`src/rtl/add_sat_pipe.sv`:
```
// rtl/add_sat_pipe.sv - two-stage multi-lane adder with optional per-lane saturation and 8-bit split mode
module add_sat_pipe #(
  parameter int LANES = 4,
  parameter int W     = 16
) (
  input  logic               sys_clk,
  input  logic               reset,
  input  logic               in_valid,
  output logic               in_ready,
  input  logic [LANES*W-1:0] a,
  input  logic [LANES*W-1:0] b,
  input  logic [LANES-1:0]   cin,
  input  logic [LANES-1:0]   sat,
  input  logic [LANES-1:0]   eightbit,
  input  logic [LANES-1:0]   hicinh,
  output logic               out_valid,
  input  logic               out_ready,
  output logic [LANES*W-1:0] r,
  output logic [LANES-1:0]   co,
  output logic [LANES-1:0]   sat_flags,
  input  logic               clr_flags
);

  logic               adv;
  logic               s1_valid_q;
  logic [LANES*W-1:0] a_q, b_q;
  logic [LANES-1:0]   cin_q, sat_q, eb_q, hic_q;

  logic               out_valid_q;
  logic [LANES*W-1:0] r_q, r_d;
  logic [LANES-1:0]   co_q, co_d;
  logic [LANES-1:0]   clamp_q, clamp_d;
  logic [LANES-1:0]   flags_q, flags_d;

  assign adv = out_ready | ~out_valid_q;

  // All arithmetic sits between the stage-1 registers and the stage-2 registers.
  for (genvar i = 0; i < LANES; i++) begin : g_lane
    logic [W-1:0] al, bl, lane_r;
    logic [W:0]   full;
    logic [8:0]   lo;
    logic [W-8:0] hi;
    logic         c8, lane_co, lane_clamp;

    assign al = a_q[i*W +: W];
    assign bl = b_q[i*W +: W];

    always_comb begin
      full       = {1'b0, al} + {1'b0, bl} + (W+1)'(cin_q[i]);
      lo         = {1'b0, al[7:0]} + {1'b0, bl[7:0]} + 9'(cin_q[i]);
      c8         = lo[8] & ~hic_q[i];
      hi         = {1'b0, al[W-1:8]} + {1'b0, bl[W-1:8]} + (W-7)'(c8);
      lane_r     = full[W-1:0];
      lane_co    = full[W];
      lane_clamp = 1'b0;
      if (!eb_q[i]) begin
        if (sat_q[i] && !bl[W-1] && full[W]) begin
          lane_r     = '1;
          lane_clamp = 1'b1;
        end else if (sat_q[i] && bl[W-1] && !full[W]) begin
          lane_r     = '0;
          lane_clamp = 1'b1;
        end
      end else begin
        // High part always wraps; only the low byte can clamp.
        lane_co = hi[W-8];
        lane_r  = {hi[W-9:0], lo[7:0]};
        if (sat_q[i] && !bl[7] && lo[8]) begin
          lane_r[7:0] = 8'hFF;
          lane_clamp  = 1'b1;
        end else if (sat_q[i] && bl[7] && !lo[8]) begin
          lane_r[7:0] = 8'h00;
          lane_clamp  = 1'b1;
        end
      end
    end

    assign r_d[i*W +: W] = lane_r;
    assign co_d[i]       = lane_co;
    assign clamp_d[i]    = lane_clamp;
  end

  // A flag set by this cycle's output transfer beats a simultaneous clear.
  assign flags_d = (clr_flags ? '0 : flags_q) | ({LANES{out_valid_q & out_ready}} & clamp_q);

  always_ff @(posedge sys_clk) begin
    if (reset) begin
      s1_valid_q  <= 1'b0;
      a_q         <= '0;
      b_q         <= '0;
      cin_q       <= '0;
      sat_q       <= '0;
      eb_q        <= '0;
      hic_q       <= '0;
      out_valid_q <= 1'b0;
      r_q         <= '0;
      co_q        <= '0;
      clamp_q     <= '0;
      flags_q     <= '0;
    end else begin
      if (adv) begin
        s1_valid_q  <= in_valid;
        a_q         <= a;
        b_q         <= b;
        cin_q       <= cin;
        sat_q       <= sat;
        eb_q        <= eightbit;
        hic_q       <= hicinh;
        out_valid_q <= s1_valid_q;
        r_q         <= r_d;
        co_q        <= co_d;
        clamp_q     <= clamp_d;
      end
      flags_q <= flags_d;
    end
  end

  assign in_ready  = adv;
  assign out_valid = out_valid_q;
  assign r         = r_q;
  assign co        = co_q;
  assign sat_flags = flags_q;

endmodule

```
`config.mk`:
```
export PLATFORM = sky130hd
export DESIGN_NAME = add_sat_pipe
export DESIGN_NICKNAME = d
export VERILOG_FILES = /design/src/rtl/add_sat_pipe.sv
export SDC_FILE = /design/constraint.sdc
export NUM_CORES = 1
export LEC_CHECK = 0
export CAP_MARGIN = 20
export CORE_UTILIZATION = 53
export CTS_CLUSTER_SIZE = 40
export DETAILED_ROUTE_END_ITERATION = 10
export PLACE_DENSITY = 0.83
export SLEW_MARGIN = 20
export SYNTH_ARGS = -nofsm -noshare
export SYNTH_HDL_FRONTEND = slang
export SYNTH_SLANG_ARGS = --single-unit
```
`constraint.sdc`:
```
create_clock -name sys_clk -period 4.6 [get_ports sys_clk]
set_input_delay 0.92 -clock sys_clk [delete_from_list [all_inputs] [get_ports sys_clk]]
set_output_delay 0.92 -clock sys_clk [all_outputs]
set_load 0.02 [all_outputs]
```
==> run summary, run 1 <==
Synthesis inferred 222 register bits. The share of layout cells above drive strength 1 is 0.0415. Gates resized during post-CTS repair numbered 0. The share of the Yosys chip area taken by registers is 0.367. The instance count of the mapped netlist came out at 1579. The die covers 23500 µm². The detailed router placed 11600 vias in this run. STA classifies the critical path startpoint as a flop.

Data on the critical path arrives at its endpoint at 4.45 ns. Synthesis produced a netlist with a net count of 1804. Once layout is complete, the utilization of the core stands at 0.690.

For this run, the top clock speed supported by timing is 248 MHz. Among the stages of the critical path, the cell type that occurs most often is fa_1. The number of placed instances, taps included is 1994. The power per cell area is 352 nW/µm². The worst setup path is of the flop to flop kind. The worst clock skew is 0.0289 ns. The global-route total usage across every layer is 0.272. The core region is 22100 µm².

For this block, the routed nets add up to 32300 µm of wire. The total leakage power came out at 6.42 nW. The first detailed-routing pass took 5 iterations. The total of buffers placed on input and output ports is 222. The clock period could shrink to 4.04 ns. Summing all placed instances gives a cell area of 14400 µm². The initial cell density of the core came out at 0.549. In this run the horizontal extent of the chip is 153 µm. The number of primary I/O pins came out at 223.

The final global-route overflow total came out at 0. In this design, the stage delay of the slowest critical-path cell is 0.46 ns. IR analysis of the VDD net gives a maximum drop of 287 µV. The clock net in this run drives a total of 222 sinks. CTS placed an instance of clkbuf_16 at the clock tree root.

Traced cell by cell, the critical path runs through fa_1 -> inv_1 -> fa_1 -> and2b_1 -> o2111ai_1 -> nand3_1 -> nand2_1 -> nor2_1 -> fa_1 -> fa_1 -> a21o_1 -> a21oi_1 -> o21ai_0 -> xnor2_1 -> a21boi_0 -> a211oi_1. The count of H-tree levels built during CTS came out at 1. The total non-filler cell area in the finished layout is 15200 µm². The largest individual stage delay along the critical path comes from the cell fa_1. The half-perimeter wire length of the detailed placement result is 22900 µm. The deepest clock path buffer count is 3. The number of max-capacitance violations reported came out at 0. The measured slew at the worst slew-check pin came out at 0.993 ns. The number of antenna violations at the first check in global routing is 1.

The largest net degree at the start of global routing is 98. The final-report max-slew violation count is 0. The total power draw came out at 0.00537 W. The number of hold buffers added after CTS was 0. The average vias per placed instance is 5.71. The number of global-route vias before repair is 11000. The netlist area before placement came out at 12100 µm². The ratio of final minimum period to clock period is 0.877.

The worst relative slew slack is 0.338. The run finished with clean final reports. The final RePlAce weighted congestion is 0.922. The synthesized design contains 0 enable-type register cells.

The post-synthesis async set-or-reset flop share came out at 0. The clock insertion delay at the later pin of the skew report is 0.52 ns. The endpoint class of the critical path is a flop. The number of DRC markers in iteration 0 came out at 600. The post-route DRC violation count is 0. In this run the worst hold path is classified as flop to flop. The floorplan die height is 153 µm. The number of clock buffers added by TritonCTS is 25.

The total number of yosys warnings is 0. The wire length of the first global-routing pass is 53400 µm. The most used flip-flop cell after synthesis is dfxtp_1.

The slack of the worst reg-to-reg path came out at 0.56 ns. The detail route stage leaves a number of antenna-violating nets equal to 0. The number of cells in the finished layout apart from fillers is 2038. In the final routed layout, each cell accounts on average for 15.9 µm. After clock tree synthesis, the clock-pin slew on the worst setup and hold paths is 0.06 ns. The net total in the final layout came out at 1966. The required time of the critical path came out at 5.01 ns. Setup violations remaining at the end of the flow were counted as 0. The post-CTS repair timing setup buffer count is 0. The largest fanout on the critical path came out at 7. The area growth from synthesis to layout came out at 25.7%.

TritonCTS built the clock tree. The total negative setup slack is 0 ns. The number of rows in the core area came out at 54. Leaving out fill and tap cells, the most frequent cell in the layout is nand2_1.

The total count of hold-check failures in the final report came out at 0. Setup repair after global routing left no endpoint under its margin. In the layout the commonest cells are nand2_1 (379), a21oi_1 (223), dfxtp_1 (222). The mean instance size in the synthesized netlist is 7.68 µm².

The count of unique library cells instantiated by Yosys came out at 67.
final timing paths:
path / cells past startpoint / from / end
worst min-delay path: 2 / b_q[26] / b_q[26]
worst max register to register: 16 / a_q[48] / r[62]
worst max-delay path: 16 / a_q[48] / r[62]
worst min register to register: 2 / b_q[26] / b_q[26]
cells in the mapped netlist, types with 9 or more instances:
cell type / instances / area, µm²
nand2_1: 379 / 1420
a21oi_1: 223 / 1120
dfxtp_1: 222 / 4440
nor2_1: 110 / 413
clkbuf_1: 85 / 319
ha_1: 60 / 751
o21ai_0: 52 / 260
xnor2_1: 51 / 447
inv_1: 39 / 146
a211oi_1: 33 / 248
nor3_1: 31 / 155
a21o_1: 26 / 195
nand3_1: 21 / 105
a31oi_1: 17 / 106
xor2_1: 17 / 149
fa_1: 16 / 320
o21bai_1: 15 / 113
nand2b_1: 14 / 87.6
o21a_1: 12 / 90.1
a311oi_1: 11 / 96.3
or3_1: 11 / 68.8
nand4_1: 10 / 62.6
a221oi_1: 9 / 78.8
and3_1: 9 / 56.3
nor2b_1: 9 / 56.3
critical path, delay by kind of cell (launching register included):
family	cells	cell delay [ns]
xor+xnor	1	0.14
flops	1	0.33
compound gates	6	1.19
fa+ha+maj	4	1.47
simple gates	4	0.74
buf+inv	1	0.09
stage by stage:
stage                     hold slack (ns)  setup WS, ns
after floorplan                     0.432         0.984
after global placement              0.436         0.747
after detailed placement            0.450         0.591
after CTS                           0.458         0.548
after global routing                0.472         0.190
final                               0.457         0.564
cell families after synthesis:
| logic type | after synthesis | share of synthesized area |
|---|---|---|
| multiplexers | 3 | 0.00268 |
| AO/OA/AOI/OAI | 462 | 0.238 |
| buffers and inverters | 135 | 0.0424 |
| XOR/XNOR | 68 | 0.0491 |
| flip-flops | 222 | 0.367 |
| AND/OR/NAND/NOR | 613 | 0.212 |
| adder cells (fa/ha/maj) | 76 | 0.0883 |
flip-flops by register name, summed over array words and instances (netlist names):
register and cells:
a_q 64, eb_q 4, clamp_q 4, sat_flags 4, cin_q 4, sat_q 4, out_valid 1, hic_q 4
s1_valid_q 1, co 4, r 64, b_q 64
power by group:
group          switching, W  internal [W]
registers          0.000123       0.00208
logic              0.000608      0.000544
clock network      0.000800       0.00122
final cells by class:
class	count	area, µm²
multi-input cells	1222	7170
fillers	1815	6850
flip-flops and latches	222	4440
repair buffers	230	2280
clock buffers	31	678
well taps	280	350
inverters	40	155
clock inverters	12	154
diodes	1	2.50
per-layer routing:
metal / routed length (µm) / vias up / global-route usage / share of wire
li1: - / 5796 / - / -
met1: 14500 / 5427 / 0.359 / 0.45
met2: 15100 / 372 / 0.462 / 0.47
met3: 2080 / 42 / 0.0391 / 0.064
met4: 679 / 0 / 0.0702 / 0.021
met5: 0 / - / 0 / 0
No activity file was read; power rests on OpenSTA's default activity.
==> inputs of run 2 (changes only) <==
==> constraint.sdc (replaced) <==
create_clock -name sys_clk -period 4.6 [get_ports sys_clk]
set_input_delay 0.69 -clock sys_clk [delete_from_list [all_inputs] [get_ports sys_clk]]
set_output_delay 0.69 -clock sys_clk [all_outputs]
set_load 0.02 [all_outputs]
==> run summary, run 2 (synthesis results as in run 1) <==
The half-perimeter wire length of the detailed placement result is 23100 µm (+0.62%). The worst setup path is of the flop to flop kind. The classification of the worst-slack hold path is flop to flop. The number of DRC markers in iteration 0 came to 596 (-0.67%). Leaving out fill and tap cells, the most frequent cell in the layout is nand2_1.

The number of rows in the core area is 54 (unchanged). The initial cell density of the core is 0.549 (unchanged). The post-CTS repair timing setup buffer count is 0 (unchanged). The final global-route overflow total came out at 0 (unchanged). The average wire length per cell after detail routing came out at 16.2 µm (+1.9%).

The worst relative slew slack is 0.336 (-0.00216). The worst vdd rail ir drop was 245 µV (-15%). The count of H-tree levels built during CTS is 1 (unchanged). The deepest clock path buffer count is 3 (unchanged). The area of the core was 22100 µm² (unchanged). TritonCTS built the clock tree. The instance count along the most critical hold path is 2 (unchanged). The number of iterations in the first detailed-routing pass came to 5 (unchanged). The floorplan die height is 153 µm (unchanged).

The area growth from synthesis to layout is 25.9%. The wire length of the first global-routing pass was 53800 µm (+0.78%). The final-report max-slew violation count came out at 0 (unchanged). The average vias per placed instance was 5.68 (-0.49%).

The total negative setup slack came out at 0 ns (unchanged). The total clock buffers created by CTS came to 25 (unchanged). The critical path launch point type is a flop. The net total in the final layout is 1965 (-0.051%). The post-route DRC violation count is 0 (unchanged). The chip width is 153 µm (unchanged).

In the layout the commonest cells are nand2_1 (379), a21oi_1 (223), dfxtp_1 (222). The ratio of final minimum period to clock period came out at 0.873 (-0.00427). The number of antenna violations at the first check in global routing is 1 (unchanged). The global-route total usage across every layer is 0.275 (+0.00342). The final critical path time including I/O delays and setup came out at 4.02 ns (-0.0196 ns). The clock slew at the register clock pins of the worst setup and hold paths is 0.06 ns (about the same). The final RePlAce weighted congestion came to 0.950 (+3.0%).

STA classifies the critical path endpoint as a flop. The post-route worst setup slack came out at 0.584 ns (+0.0196 ns). The number of global-route vias before repair came out at 11200 (+1.4%). The total power draw is 0.00544 W (+1.4%). The post-detailed-routing wire length is 33000 µm (+2.0%). The total of buffers placed on input and output ports was 222 (unchanged). The number of sinks handled by clock tree synthesis came out at 222 (unchanged). The share of layout cells above drive strength 1 came to 0.0421 (+0.000545). The post-route antenna net violation count was 0 (unchanged). The final hold slack is 0.453 ns (-0.00417 ns). The largest net degree at the start of global routing is 95 (-3.1%).

The largest fanout on the critical path came out at 7 (unchanged). Setup repair after global routing left no endpoint under its margin. The total leakage power is 6.44 nW (+0.25%). The root buffer cell chosen for the clock tree is clkbuf_16. The setup-violating endpoint count in the final report is 0 (unchanged). The clock insertion delay at the later pin of the skew report is 0.53 ns (about the same). The total number of vias came to 11600 (-0.44%). The power per cell area is 357 nW/µm² (+1.2%). The data arrival time of the worst path is 4.44 ns (about the same). The measured slew at the worst slew-check pin is 0.996 ns (+0.00325 ns).

The number of cells on the worst reg-to-reg path is 16 (unchanged). The total count of hold-check failures in the final report is 0 (unchanged). The worst clock skew was 0.0169 ns (-0.0120 ns). The pre-CTS setup slack came out at 0.641 ns (+0.0501 ns). The run finished with clean final reports. The area of the die is 23500 µm² (unchanged). The slack of the worst reg-to-reg path is 0.58 ns (+0.02 ns). The number of primary I/O pins is 223 (unchanged).

The number of instances resized during post-cts repair is 0 (unchanged). The achievable clock frequency came to 249 MHz (+0.49%). The number of max-capacitance violations reported is 0 (unchanged).

The required time of the critical path is 5.02 ns (about the same). The count of hold buffers inserted by post-cts repair was 0 (unchanged).
run 2: report_power, final:
group	leakage [nW]	switching, W	internal [W]
clock	0.426	0.000819	0.00127
combinational	4.17	0.000616	0.000544
sequential	1.84	0.000122	0.00208
total	6.44	0.00156	0.00389
run 2: stage by stage:
stage,std cells,util,area (µm²)
2_1_floorplan,1579,-,12100
5_1_grt,2039,0.691,15300
6_report,2039,0.691,15300
3_5_place_dp,1993,0.652,14400
4_1_cts,2038,0.691,15300
3_3_place_gp,1993,0.652,14400
run 2: layer usage:
| layer | up-vias | global-route usage | routed length (µm) |
|---|---|---|---|
| met5 | - | 0 | 0 |
| met4 | 0 | 0.0726 | 770 |
| met3 | 46 | 0.0544 | 2160 |
| met2 | 358 | 0.464 | 15500 |
| met1 | 5379 | 0.357 | 14600 |
| li1 | 5803 | - | - |
run 2: worst paths after layout:
check | to | from
setup / recovery | r[62] | a_q[48]
hold / removal | r[0] | r[0]
setup reg to reg | r[62] | a_q[48]
hold reg to reg | r[0] | r[0]
run 2: cell type report:
type	instances	area, µm²
timing repair buffer	229	2280
tap	280	350
clock inverter	11	144
sequential	222	4440
multi-input combinational	1222	7170
inverter	40	155
fill	1797	6830
antenna	1	2.50
clock buffer	34	719
run 2: critical path, cell delays in order (launching register included):
cell and delay (ns):
dfxtp_1 0.33, fa_1 0.44, inv_1 0.09, fa_1 0.17
and2b_1 0.20, o2111ai_1 0.22, nand3_1 0.21, nand2_1 0.27
nor2_1 0.09, fa_1 0.41, fa_1 0.41, a21o_1 0.17
a21oi_1 0.25, o21ai_0 0.16, xnor2_1 0.15, a21boi_0 0.09
a211oi_1 0.26
